<file path="src/rtl/vga_pkg.sv">
// Shared display constants and the game-state encoding used by the frame controller.
// Pure declarations: no latency, no flow control.
package vga_pkg;

  typedef enum logic [1:0] {
    ST_IDLE  = 2'd0,
    ST_PLAY  = 2'd1,
    ST_DYING = 2'd2,
    ST_OVER  = 2'd3
  } state_t;

  localparam int BALL_W   = 72;
  localparam int BALL_H   = 78;
  localparam int COL_BASE = 120;
  localparam int SCR_W    = 640;
  localparam int SCR_H    = 480;
  // Ball row/column limits that keep the sprite fully on screen.
  localparam int ROW_BASE = SCR_H - BALL_H;
  localparam int X_LIMIT  = SCR_W - COL_BASE - BALL_W;

endpackage

</file>
<file path="src/rtl/frame_edge.sv">
// Registers vsync and flags its falling edge as the frame boundary (fb, combinational).
// frame_tick follows fb by one cycle; no backpressure.
module frame_edge (
  input  logic clk,
  input  logic rst,
  input  logic vs,
  output logic fb,
  output logic frame_tick
);

  logic vs_d;

  assign fb = vs_d & ~vs;

  always_ff @(posedge clk) begin
    if (rst) begin
      vs_d       <= 1'b1;
      frame_tick <= 1'b0;
    end else begin
      vs_d       <= vs;
      frame_tick <= fb;
    end
  end

endmodule

</file>
<file path="src/rtl/vga_frame_ctrl.sv">
// Buffers one physics update and commits it to the display only at a frame boundary; runs the game FSM.
// Commit/scroll land on the fb edge; upd_ready = PLAY & (buffer empty | fb), so a new beat may replace one that commits.
module vga_frame_ctrl
  import vga_pkg::*;
#(
  parameter int SCROLL_STEP = 4,
  parameter int OFF_MAX     = ROW_BASE,
  parameter int DIE_FRAMES  = 60,
  parameter int X_MAX       = X_LIMIT
) (
  input  logic        clk,
  input  logic        rst,
  input  logic        vs,
  input  logic        start,
  input  logic        upd_valid,
  output logic        upd_ready,
  input  logic [9:0]  upd_x,
  input  logic [15:0] upd_y,
  input  logic [8:0]  upd_off_tgt,
  input  logic        upd_fail,
  output logic        frame_tick,
  output logic [9:0]  x_ball,
  output logic [15:0] y_ball,
  output logic [8:0]  y_pixel_offset,
  output logic        fail,
  output logic        playing
);

  localparam int DW = $clog2(DIE_FRAMES);
  localparam logic signed [9:0] STEP_S = 10'(SCROLL_STEP);

  state_t          state, state_nx;
  logic            fb;
  logic            pending;
  logic [9:0]      buf_x;
  logic [15:0]     buf_y;
  logic [8:0]      buf_off;
  logic            buf_fail;
  logic [8:0]      tgt, tgt_eff, off_nx;
  logic signed [9:0] d;
  logic [DW-1:0]   die_cnt;
  logic            accept, commit, die_last, go_play;

  frame_edge u_frame_edge (
    .clk        (clk),
    .rst        (rst),
    .vs         (vs),
    .fb         (fb),
    .frame_tick (frame_tick)
  );

  assign playing   = (state == ST_PLAY);
  assign upd_ready = playing & (~pending | fb);
  assign accept    = upd_valid & upd_ready;
  assign commit    = playing & fb & pending;
  assign die_last  = (die_cnt == DW'(DIE_FRAMES - 1));
  assign go_play   = (state == ST_IDLE) & start;
  // A beat committing on this fb steers the scroll immediately.
  assign tgt_eff   = pending ? buf_off : tgt;

  always_comb begin
    d      = $signed({1'b0, tgt_eff}) - $signed({1'b0, y_pixel_offset});
    off_nx = tgt_eff;
    if (d > STEP_S)
      off_nx = y_pixel_offset + 9'(SCROLL_STEP);
    else if (d < -STEP_S)
      off_nx = y_pixel_offset - 9'(SCROLL_STEP);
  end

  always_comb begin
    state_nx = state;
    unique case (state)
      ST_IDLE:  if (start) state_nx = ST_PLAY;
      ST_PLAY:  if (commit && buf_fail) state_nx = ST_DYING;
      ST_DYING: if (fb && die_last) state_nx = ST_OVER;
      ST_OVER:  if (start) state_nx = ST_IDLE;
      default:  state_nx = ST_IDLE;
    endcase
  end

  always_ff @(posedge clk) begin
    if (rst) state <= ST_IDLE;
    else     state <= state_nx;
  end

  always_ff @(posedge clk) begin
    if (rst) begin
      pending        <= 1'b0;
      buf_x          <= '0;
      buf_y          <= '0;
      buf_off        <= '0;
      buf_fail       <= 1'b0;
      tgt            <= '0;
      x_ball         <= '0;
      y_ball         <= '0;
      y_pixel_offset <= '0;
      fail           <= 1'b0;
      die_cnt        <= '0;
    end else begin
      if (go_play)     pending <= 1'b0;
      else if (accept) pending <= 1'b1;
      else if (commit) pending <= 1'b0;

      if (accept) begin
        buf_x    <= (upd_x > 10'(X_MAX)) ? 10'(X_MAX) : upd_x;
        buf_y    <= upd_y;
        buf_off  <= (upd_off_tgt > 9'(OFF_MAX)) ? 9'(OFF_MAX) : upd_off_tgt;
        buf_fail <= upd_fail;
      end

      if (go_play) begin
        x_ball         <= '0;
        y_ball         <= '0;
        y_pixel_offset <= '0;
        tgt            <= '0;
      end else if (playing && fb) begin
        y_pixel_offset <= off_nx;
        if (pending) begin
          x_ball <= buf_x;
          y_ball <= buf_y;
          tgt    <= buf_off;
        end
      end

      if (playing)                       die_cnt <= '0;
      else if (state == ST_DYING && fb)  die_cnt <= die_cnt + 1'b1;

      if (state == ST_DYING && fb && die_last) fail <= 1'b1;
      else if (state == ST_OVER && start)      fail <= 1'b0;
    end
  end

endmodule
</file>
<file path="config.mk">
export PLATFORM = sky130hd
export DESIGN_NAME = vga_frame_ctrl
export DESIGN_NICKNAME = d
export VERILOG_FILES = /design/src/rtl/vga_pkg.sv /design/src/rtl/frame_edge.sv /design/src/rtl/vga_frame_ctrl.sv
export SDC_FILE = /design/constraint.sdc
export NUM_CORES = 1
export LEC_CHECK = 0
export CAP_MARGIN = 40
export CORE_MARGIN = 2
export CORE_UTILIZATION = 50
export CTS_BUF_LIST = sky130_fd_sc_hd__clkbuf_4 sky130_fd_sc_hd__clkbuf_8 sky130_fd_sc_hd__clkbuf_16
export DETAILED_ROUTE_END_ITERATION = 8
export PLACE_DENSITY_LB_ADDON = 0.05
export SKIP_CTS_REPAIR_TIMING = 1
export SLEW_MARGIN = 20
export SYNTH_ARGS = -nofsm -noshare
export SYNTH_HDL_FRONTEND = slang
export SYNTH_SLANG_ARGS = --single-unit
</file>
<file path="constraint.sdc">
create_clock -name clk -period 8.8 [get_ports clk]
set_input_delay 1.76 -clock clk [delete_from_list [all_inputs] [get_ports clk]]
set_output_delay 1.76 -clock clk [all_outputs]
set_load 0.01 [all_outputs]
</file>
==> results of run 1 <==
-- registers in the layout, summed over array words and instances, names as in the netlist --
register,flops
buf_y,16
y_ball,16
buf_x,10
x_ball,10
buf_off,9
tgt,9
y_pixel_offset,9
die_cnt,6
state,2
buf_fail,1
fail,1
pending,1
u_frame_edge.frame_tick,1
u_frame_edge.vs_d,1
-- how the worst min path moves through the flow --
stage                         from         to  slack, ps  depth (start not counted)
after floorplan           buf_x[9]  x_ball[9]        430                          2
after global placement    buf_x[9]  x_ball[9]        430                          2
after detailed placement  buf_x[9]  x_ball[9]        440                          2
after CTS                 buf_x[9]  x_ball[9]        460                          2
after global routing      buf_y[1]   buf_y[1]        480                          2
final                     buf_x[6]  x_ball[6]        450                          2
-- where the power goes --
group | switching [mW] | total [mW] | internal (mW)
logic | 0.463 | 0.782 | 0.319
registers | 0.0313 | 0.487 | 0.455
clock network | 0.151 | 0.284 | 0.133
total | 0.646 | 1.55 | 0.907
-- synth_stat cells, drive strengths merged (4+ instances only) --
| cell | n |
|---|---|
| a211oi | 9 |
| a21oi | 64 |
| a221oi | 6 |
| a22oi | 10 |
| and2 | 4 |
| and3 | 5 |
| buf | 7 |
| clkbuf | 23 |
| dfxtp | 92 |
| ha | 17 |
| inv | 19 |
| mux2 | 5 |
| mux2i | 9 |
| nand2 | 114 |
| nand3 | 8 |
| nor2 | 54 |
| nor2b | 5 |
| nor3 | 17 |
| o21ai | 8 |
| o31ai | 4 |
| xnor2 | 5 |
| xor2 | 4 |
-- logic make-up (layout without fill, tap and decap cells) --
| kind of cell | count (synthesis) | in the layout |
|---|---|---|
| flops | 92 | 92 |
| xor+xnor | 9 | 9 |
| mux | 14 | 14 |
| buf+inv | 50 | 123 |
| compound gates | 132 | 132 |
| fa+ha+maj | 18 | 18 |
| simple gates | 224 | 224 |
-- critical path: cells and delay by family --
kind | cells | cell delay, ps
AO/OA/AOI/OAI | 1 | 300
AND/OR/NAND/NOR | 1 | 190
buffers and inverters | 2 | 1040
-- per-layer routing --
| metal | share of wire (%) | wire length, um |
|---|---|---|
| met4 | 1.0 | 105 |
| met5 | 0 | 0 |
| met2 | 48 | 5030 |
| met1 | 46 | 4730 |
| met3 | 4.8 | 502 |
-- layout by cell type, fill, tap and decap left out, drive strengths merged, types with 10 or more instances in the layout --
cell           instances
clkdlybuf4s50         79
a22oi                 10
nor3                  17
a21oi                 64
inv                   20
nand2                114
dfxtp                 92
ha                    17
nor2                  54
-- layout make-up --
type	count	area (um^2)
clock inverter	7	76.3
sequential	92	1840
timing repair buffer	87	881
multi-input combinational	397	2290
tap	105	131
clock buffer	9	124
fill	743	2880
inverter	20	75.1
==> results.py, run 1 <==
metrics = {
    "power": {
        "leakagePower_nw": 1.97,
        "total_power_mw": 1.55,
        "ir_drop_mv": 0.225,
        "powerDensity_nw_per_um2": 287,
    },
    "worst_setup_path": {
        "end_kind": "output pin",
        "crit_type": "primary input to output pin",
        "worstSetupStartpointType": "primary input",
        "critPathCapture": "upd_ready",
        "path_max_fanout": 3,
        "cp_slowest_cell": "clkdlybuf4s50_1",
        "rrSetupSlack_ps": 4530,
        "cp_common_cell": "clkdlybuf4s50_1",
        "critPathRequiredTime_ps": 7040,
        "slowest_delay_ps": 600,
        "worstReg2RegEnd": "y_pixel_offset[0]",
        "crit_path_start": "vs",
        "reg2reg_from": "pending",
        "arrival_ps": 3290,
        "r2r_cells": 12,
        "worstPathCellList": "clkdlybuf4s50_1 -> nand2b_1 -> a21boi_0 -> clkdlybuf4s50_1",
    },
    "timing": {
        "finalCritPeriodShare_pct": 57.4,
        "rsz0062_at_grt": "false",
        "relSlewSlack_pct": 55.4,
        "whs_ps": 449,
        "setup_viol": 0,
        "tightest_slew_ps": 664,
        "slew_viol_final": 0,
        "final_hold_viol_count": 0,
        "fin_tns_setup_ps": 0,
        "fin_worst_skew_ps": 9.45,
        "max_freq_mhz": 198,
        "finalWorstSetupSlack_ps": 3750,
        "min_period_ps": 5050,
    },
    "global_routing": {
        "grt-busiest-layer": "met2",
        "use_met3_pct": 4.89,
        "use_met2_pct": 38.0,
        "grt_antenna_before_repair": 0,
        "grt_pass1_vias": 3672,
        "grt_use_met1_pct": 27.4,
        "grt_util_all_layers_pct": 21.8,
        "grt_pass1_wl_um": 17200,
        "globalRouteOverflowTotal": 0,
        "grt_start_max_net_pins": 47,
    },
    "place": {
        "dpl.hpwl_um": 7300,
        "portBuffers": 79,
        "gp_congestion": 0.845,
        "dp.cells": 700,
        "placed_cell_area_um2": 5200,
        "pre_cts_ws_ps": 3740,
    },
    "status": {
        "status": "finished, final reports clean",
    },
    "yosys": {
        "yosys-top-cells-area": "dfxtp_1 (43%), nand2_1 (9.9%), a21oi_1 (7.4%)",
        "async_flop_share_pct": 0,
        "synth-seq-cells": 92,
        "ys.warnings.count": 0,
        "synth_edf_count": 0,
        "yosysUniqueCellTypes": 57,
        "synthAdderAreaFrac_pct": 5.37,
        "synth_top_area_share_pct": 42.5,
        "avgSynthCellArea_um2": 8.04,
        "postSynthCellCount": 539,
        "synth_nets": 598,
        "synth_compound_area_share_pct": 19.9,
        "synth-xor-area-share_pct": 1.82,
        "yosys.area.top_type": "dfxtp_1",
        "synth_simple_gate_area_share_pct": 22.3,
        "synth_mux_area_share_pct": 3.38,
        "seq_area_frac_synth_pct": 42.5,
        "syn-cell-area_um2": 4330,
        "synth_top_family_by_area": "simple AND/OR/NAND/NOR gates",
        "yosys_most_used_dff": "dfxtp_1",
    },
    "die": {
        "core_um2": 8300,
        "rows": 33,
        "die_w_um": 97.1,
        "io-pin-count": 80,
        "die-area_um2": 9430,
        "start_util_pct": 52.2,
        "die_y_um": 97.1,
    },
    "final_layout": {
        "nets": 666,
        "drive_gt1_share_pct": 6.05,
        "syn2layout_area_growth_pct": 25.0,
        "final_util_pct": 65.3,
        "final_cells": 717,
        "n_antenna_cell": 0,
        "stdcell_area_um2": 5420,
    },
    "cts": {
        "htreeDepth": 3,
        "clock_path_buffers": 2,
        "cts_root_buf": "clkbuf_8",
        "cts.clk_slew.worst_paths_ps": 90,
        "cts_tree": "yes",
        "cts_buffers": 9,
        "clock_sinks": 92,
        "clkLatencyLatePin_ps": 350,
    },
    "route": {
        "ant_nets": 0,
        "drt_wl_total_um": 10400,
        "drc": 0,
        "dr.pass1.iters": 5,
        "viasPerCell": 5.49,
        "first_iter_violations": 212,
        "wire_per_inst_um": 14.5,
        "vias": 3934,
    },
    "job": {
        "cap_viol_max_count": 0,
    },
    "worst_hold_path": {
        "worstHoldPathType": "register to register",
    },
}
Note: power is estimated with default switching activity, not from simulation.
==> inputs of run 2 (changes only) <==
--- a/config.mk
+++ b/config.mk
@@ -7,7 +7,7 @@
 export LEC_CHECK = 0
 export CAP_MARGIN = 40
 export CORE_MARGIN = 2
-export CORE_UTILIZATION = 50
+export CORE_UTILIZATION = 47
 export CTS_BUF_LIST = sky130_fd_sc_hd__clkbuf_4 sky130_fd_sc_hd__clkbuf_8 sky130_fd_sc_hd__clkbuf_16
 export DETAILED_ROUTE_END_ITERATION = 8
 export PLACE_DENSITY_LB_ADDON = 0.05
==> constraint.sdc (replaced) <==
create_clock -name clk -period 4.5 [get_ports clk]
set_input_delay 0.9 -clock clk [delete_from_list [all_inputs] [get_ports clk]]
set_output_delay 0.9 -clock clk [all_outputs]
set_load 0.01 [all_outputs]
==> results.py, run 2 (synthesis gave the netlist of run 1 again) <==
metrics = {
    "place": {
        "gp_congestion": 0.899,
        "placed_cell_area_um2": 5220,
        "dpl.hpwl_um": 7590,
        "dp.cells": 709,
        "pre_cts_ws_ps": 720,
        "portBuffers": 79,
    },
    "worst_setup_path": {
        "arrival_ps": 4050,
        "end_kind": "register",
        "worstPathCellList": "mux2i_1 -> ha_1 -> fa_1 -> nor2b_4 -> o2111ai_1 -> a21oi_1 -> nor3_1 -> or4_4 -> o31ai_4 -> and2b_1 -> a21oi_1 -> a31o_2",
        "slowest_delay_ps": 700,
        "worstReg2RegEnd": "y_pixel_offset[5]",
        "cp.buffers_inverters": 0,
        "rrSetupSlack_ps": 710,
        "cp_slowest_cell": "dfxtp_1",
        "critPathRequiredTime_ps": 4760,
        "reg2reg_from": "pending",
        "cp_common_cell": "a21oi_1",
        "r2r_cells": 12,
        "cp_top_family": "simple AND/OR/NAND/NOR gates",
        "crit_type": "register to register",
        "worstSetupStartpointType": "register",
        "path_max_fanout": 13,
    },
    "timing": {
        "max_freq_mhz": 264,
        "slew_viol_final": 0,
        "setup_viol": 0,
        "finalCritPeriodShare_pct": 84.2,
        "finalWorstSetupSlack_ps": 712,
        "rsz0062_at_grt": "false",
        "fin_worst_skew_ps": 18.2,
        "fin_tns_setup_ps": 0,
        "relSlewSlack_pct": 55.7,
        "tightest_slew_ps": 660,
        "final_hold_viol_count": 0,
        "whs_ps": 443,
        "min_period_ps": 3790,
    },
    "worst_hold_path": {
        "hold-path-cell-count": 2,
        "hold_path.startpoint": "buf_y[0]",
        "worstHoldPathType": "register to register",
        "holdPathEnd": "y_ball[0]",
    },
    "power": {
        "leakagePower_nw": 1.97,
        "total_power_mw": 3.04,
        "ir_drop_mv": 0.431,
        "powerDensity_nw_per_um2": 561,
    },
    "final_layout": {
        "n_antenna_cell": 0,
        "syn2layout_area_growth_pct": 25.0,
        "fillers": 876,
        "final_cell_mix": "nand2_1 (114), dfxtp_1 (92), clkdlybuf4s50_1 (79)",
        "drive_gt1_share_pct": 6.35,
        "stdcell_area_um2": 5420,
        "final_common_cell": "nand2_1",
        "top_regs": "buf_y x16, y_ball x16",
        "nets": 668,
        "final_cells": 725,
        "final_util_pct": 59.5,
    },
    "cts": {
        "htreeDepth": 3,
        "cts_tree": "yes",
        "clock_sinks": 92,
        "cts.clk_slew.worst_paths_ps": 110,
        "cts_root_buf": "clkbuf_8",
        "clkLatencyLatePin_ps": 370,
        "clock_path_buffers": 2,
        "cts_buffers": 9,
    },
    "die": {
        "core_um2": 9110,
        "start_util_pct": 47.6,
        "io-pin-count": 80,
        "rows": 35,
        "die_w_um": 100,
        "die_y_um": 100,
        "die-area_um2": 10000,
    },
    "route": {
        "drt_wl_total_um": 10500,
        "ant_nets": 0,
        "wire_per_inst_um": 14.5,
        "drc": 0,
        "vias": 3983,
        "viasPerCell": 5.49,
        "first_iter_violations": 239,
        "dr.pass1.iters": 4,
    },
    "global_routing": {
        "grt_pass1_wl_um": 18100,
        "grt_antenna_before_repair": 0,
        "grt_util_all_layers_pct": 22.1,
        "globalRouteOverflowTotal": 0,
        "grt_pass1_vias": 3813,
        "grt_start_max_net_pins": 43,
    },
    "status": {
        "status": "finished, final reports clean",
    },
    "job": {
        "cap_viol_max_count": 0,
    },
}
run 2: final cells by class:
type	instances	area [um^2]	area share (%)
multi-input cells	397	2290	42.2
flip-flops and latches	92	1840	34.0
repair buffers	89	881	16.3
well taps	111	139	2.56
clock buffers	9	124	2.29
inverters	20	75.1	1.39
clock inverters	7	68.8	1.27
run 2: worst max-delay path by stage:
stage | slack, ps | cells past startpoint | endpoint | start
global placement | 850 | 13 | y_pixel_offset[4] | pending
CTS | 710 | 13 | y_pixel_offset[8] | pending
global route | 440 | 13 | y_pixel_offset[8] | pending
finish | 710 | 12 | y_pixel_offset[5] | pending
detailed placement | 720 | 13 | y_pixel_offset[8] | pending
floorplan | 1030 | 14 | y_pixel_offset[5] | pending
run 2: routing by layer:
layer | part of all wire, % | GRT usage (%) | vias up | wire, um
met2 | 46 | 35.8 | 112 | 4860
met4 | 1.3 | 6.74 | 0 | 138
met5 | 0 | 0 | - | 0
met1 | 47 | 30.7 | 1856 | 5000
met3 | 5.2 | 3.34 | 12 | 552
li1 | - | - | 2003 | -
run 2: worst register-to-register path: stages, from the launching register on:
cell and delay, ps:
dfxtp_1 700, mux2i_1 250, ha_1 260, fa_1 440, nor2b_4 170, o2111ai_1 150
a21oi_1 150, nor3_1 90, or4_4 550, o31ai_4 190, and2b_1 370, a21oi_1 120
a31o_2 250
run 2: report_power, final:
| group | leakage [nW] | internal (mW) | switching, mW |
|---|---|---|---|
| Combinational | 1.13 | 0.658 | 0.891 |
| Clock | 0.0964 | 0.215 | 0.323 |
| Sequential | 0.745 | 0.890 | 0.0612 |
| Total | 1.97 | 1.76 | 1.28 |
==> inputs of run 3 (changes only) <==
--- a/config.mk
+++ b/config.mk
@@ -7,7 +7,7 @@
 export LEC_CHECK = 0
 export CAP_MARGIN = 40
 export CORE_MARGIN = 2
-export CORE_UTILIZATION = 47
+export CORE_UTILIZATION = 50
 export CTS_BUF_LIST = sky130_fd_sc_hd__clkbuf_4 sky130_fd_sc_hd__clkbuf_8 sky130_fd_sc_hd__clkbuf_16
 export DETAILED_ROUTE_END_ITERATION = 8
 export PLACE_DENSITY_LB_ADDON = 0.05
==> constraint.sdc (replaced) <==
create_clock -name clk -period 3.6 [get_ports clk]
set_input_delay 0.72 -clock clk [delete_from_list [all_inputs] [get_ports clk]]
set_output_delay 0.72 -clock clk [all_outputs]
set_load 0.01 [all_outputs]
==> results.py, run 3 (synthesis gave the netlist of run 1 again) <==
metrics = {
    "route": {
        "ant_nets": 0,
        "vias": 4035,
        "drc": 0,
        "drt_wl_total_um": 10700,
        "dr.pass1.iters": 4,
        "viasPerCell": 5.52,
        "wire_per_inst_um": 14.6,
        "first_iter_violations": 265,
    },
    "worst_hold_path": {
        "worstHoldPathType": "register to register",
        "hold_path.startpoint": "buf_x[4]",
    },
    "cts": {
        "cts_buffers": 9,
        "cts_root_buf": "clkbuf_8",
        "clkLatencyLatePin_ps": 360,
        "clock_path_buffers": 2,
        "cts_tree": "yes",
        "htreeDepth": 3,
        "cts.clk_slew.worst_paths_ps": 100,
        "clock_sinks": 92,
    },
    "power": {
        "leakagePower_nw": 2.04,
        "powerDensity_nw_per_um2": 736,
        "ir_drop_mv": 0.688,
    },
    "final_layout": {
        "nets": 680,
        "top_regs": "buf_y x16, y_ball x16",
        "fillers": 730,
        "stdcell_area_um2": 5540,
        "final_common_cell": "nand2_1",
        "syn2layout_area_growth_pct": 27.8,
        "n_antenna_cell": 0,
        "drive_gt1_share_pct": 8.47,
        "final_cell_mix": "nand2_1 (114), dfxtp_1 (91), clkdlybuf4s50_1 (79)",
    },
    "timing": {
        "finalCritPeriodShare_pct": 93.9,
        "min_period_ps": 3380,
        "final_hold_viol_count": 0,
        "tightest_slew_ps": 681,
        "rsz0062_at_grt": "false",
        "setup_viol": 0,
        "fin_tns_setup_ps": 0,
        "slew_viol_final": 0,
        "fin_worst_skew_ps": 12.8,
        "max_freq_mhz": 296,
        "relSlewSlack_pct": 54.2,
    },
    "worst_setup_path": {
        "arrival_ps": 3640,
        "rrSetupSlack_ps": 220,
        "crit_path_start": "pending",
        "crit_type": "register to register",
        "reg2reg_from": "pending",
        "worstSetupStartpointType": "register",
        "critPathRequiredTime_ps": 3860,
        "end_kind": "register",
        "path_max_fanout": 7,
    },
    "status": {
        "status": "finished, final reports clean",
    },
    "global_routing": {
        "grt_pass1_vias": 3823,
        "grt_antenna_before_repair": 0,
        "grt_start_max_net_pins": 43,
        "grt_pass1_wl_um": 17900,
        "globalRouteOverflowTotal": 0,
        "grt_util_all_layers_pct": 22.7,
    },
    "die": {
        "core_um2": 8300,
        "die-area_um2": 9430,
        "io-pin-count": 80,
        "start_util_pct": 52.2,
        "rows": 33,
        "die_y_um": 97.1,
        "die_w_um": 97.1,
    },
    "place": {
        "dpl.hpwl_um": 7740,
        "portBuffers": 79,
        "placed_cell_area_um2": 5290,
        "gp_congestion": 0.921,
    },
    "job": {
        "cap_viol_max_count": 0,
    },
}
[run 3: cell type report]
cell class | instances | area (um^2) | area share (%)
sequential | 92 | 1850 | 33.3
multi-input combinational | 397 | 2290 | 41.3
inverter | 20 | 75.1 | 1.36
clock buffer | 10 | 131 | 2.37
tap | 105 | 131 | 2.37
clock inverter | 6 | 93.8 | 1.69
timing repair buffer | 101 | 971 | 17.5
[run 3: path summary, 6_finish.rpt]
check | endpoint | cells after the start
max reg2reg | y_pixel_offset[1] | 12
min | x_ball[4] | 2
min reg2reg | x_ball[4] | 2
max | y_pixel_offset[1] | 12
[run 3: per-stage QoR]
stage	hold slack, ps	total power [mW]	setup slack (ps)	instances	utilization [%]
after floorplan	427	2.74	130	539	-
after global placement	433	3.24	234	713	63.6
after detailed placement	447	3.28	95.2	714	63.8
after CTS	459	4.06	64.3	730	66.5
after global routing	474	4.34	38.3	731	66.7
final	455	4.08	220	731	66.7
[run 3: routing by layer]
| metal | global-route usage [%] | up-vias | part of all wire, % |
|---|---|---|---|
| met5 | 0 | - | 0 |
| met4 | 5.74 | 0 | 1.1 |
| met3 | 4.68 | 12 | 5.7 |
| met2 | 37.4 | 108 | 47 |
| met1 | 30.5 | 1890 | 46 |
| li1 | - | 2025 | - |
[run 3: critical path: stages, from the launching register on]
cell	delay [ps]
dfxtp_4	410
mux2_2	380
ha_1	380
a21o_1	250
a21oi_1	160
and3_1	170
nor3_1	60
or4_4	550
o31ai_4	270
and2b_1	220
buf_4	150
a21oi_1	60
a311oi_1	240
[run 3: power by group]
part | switching [mW] | internal [mW] | leakage, nW
clock network | 0.371 | 0.408 | 0.117
logic | 1.15 | 0.966 | 1.18
registers | 0.0722 | 1.11 | 0.745
total | 1.59 | 2.49 | 2.04
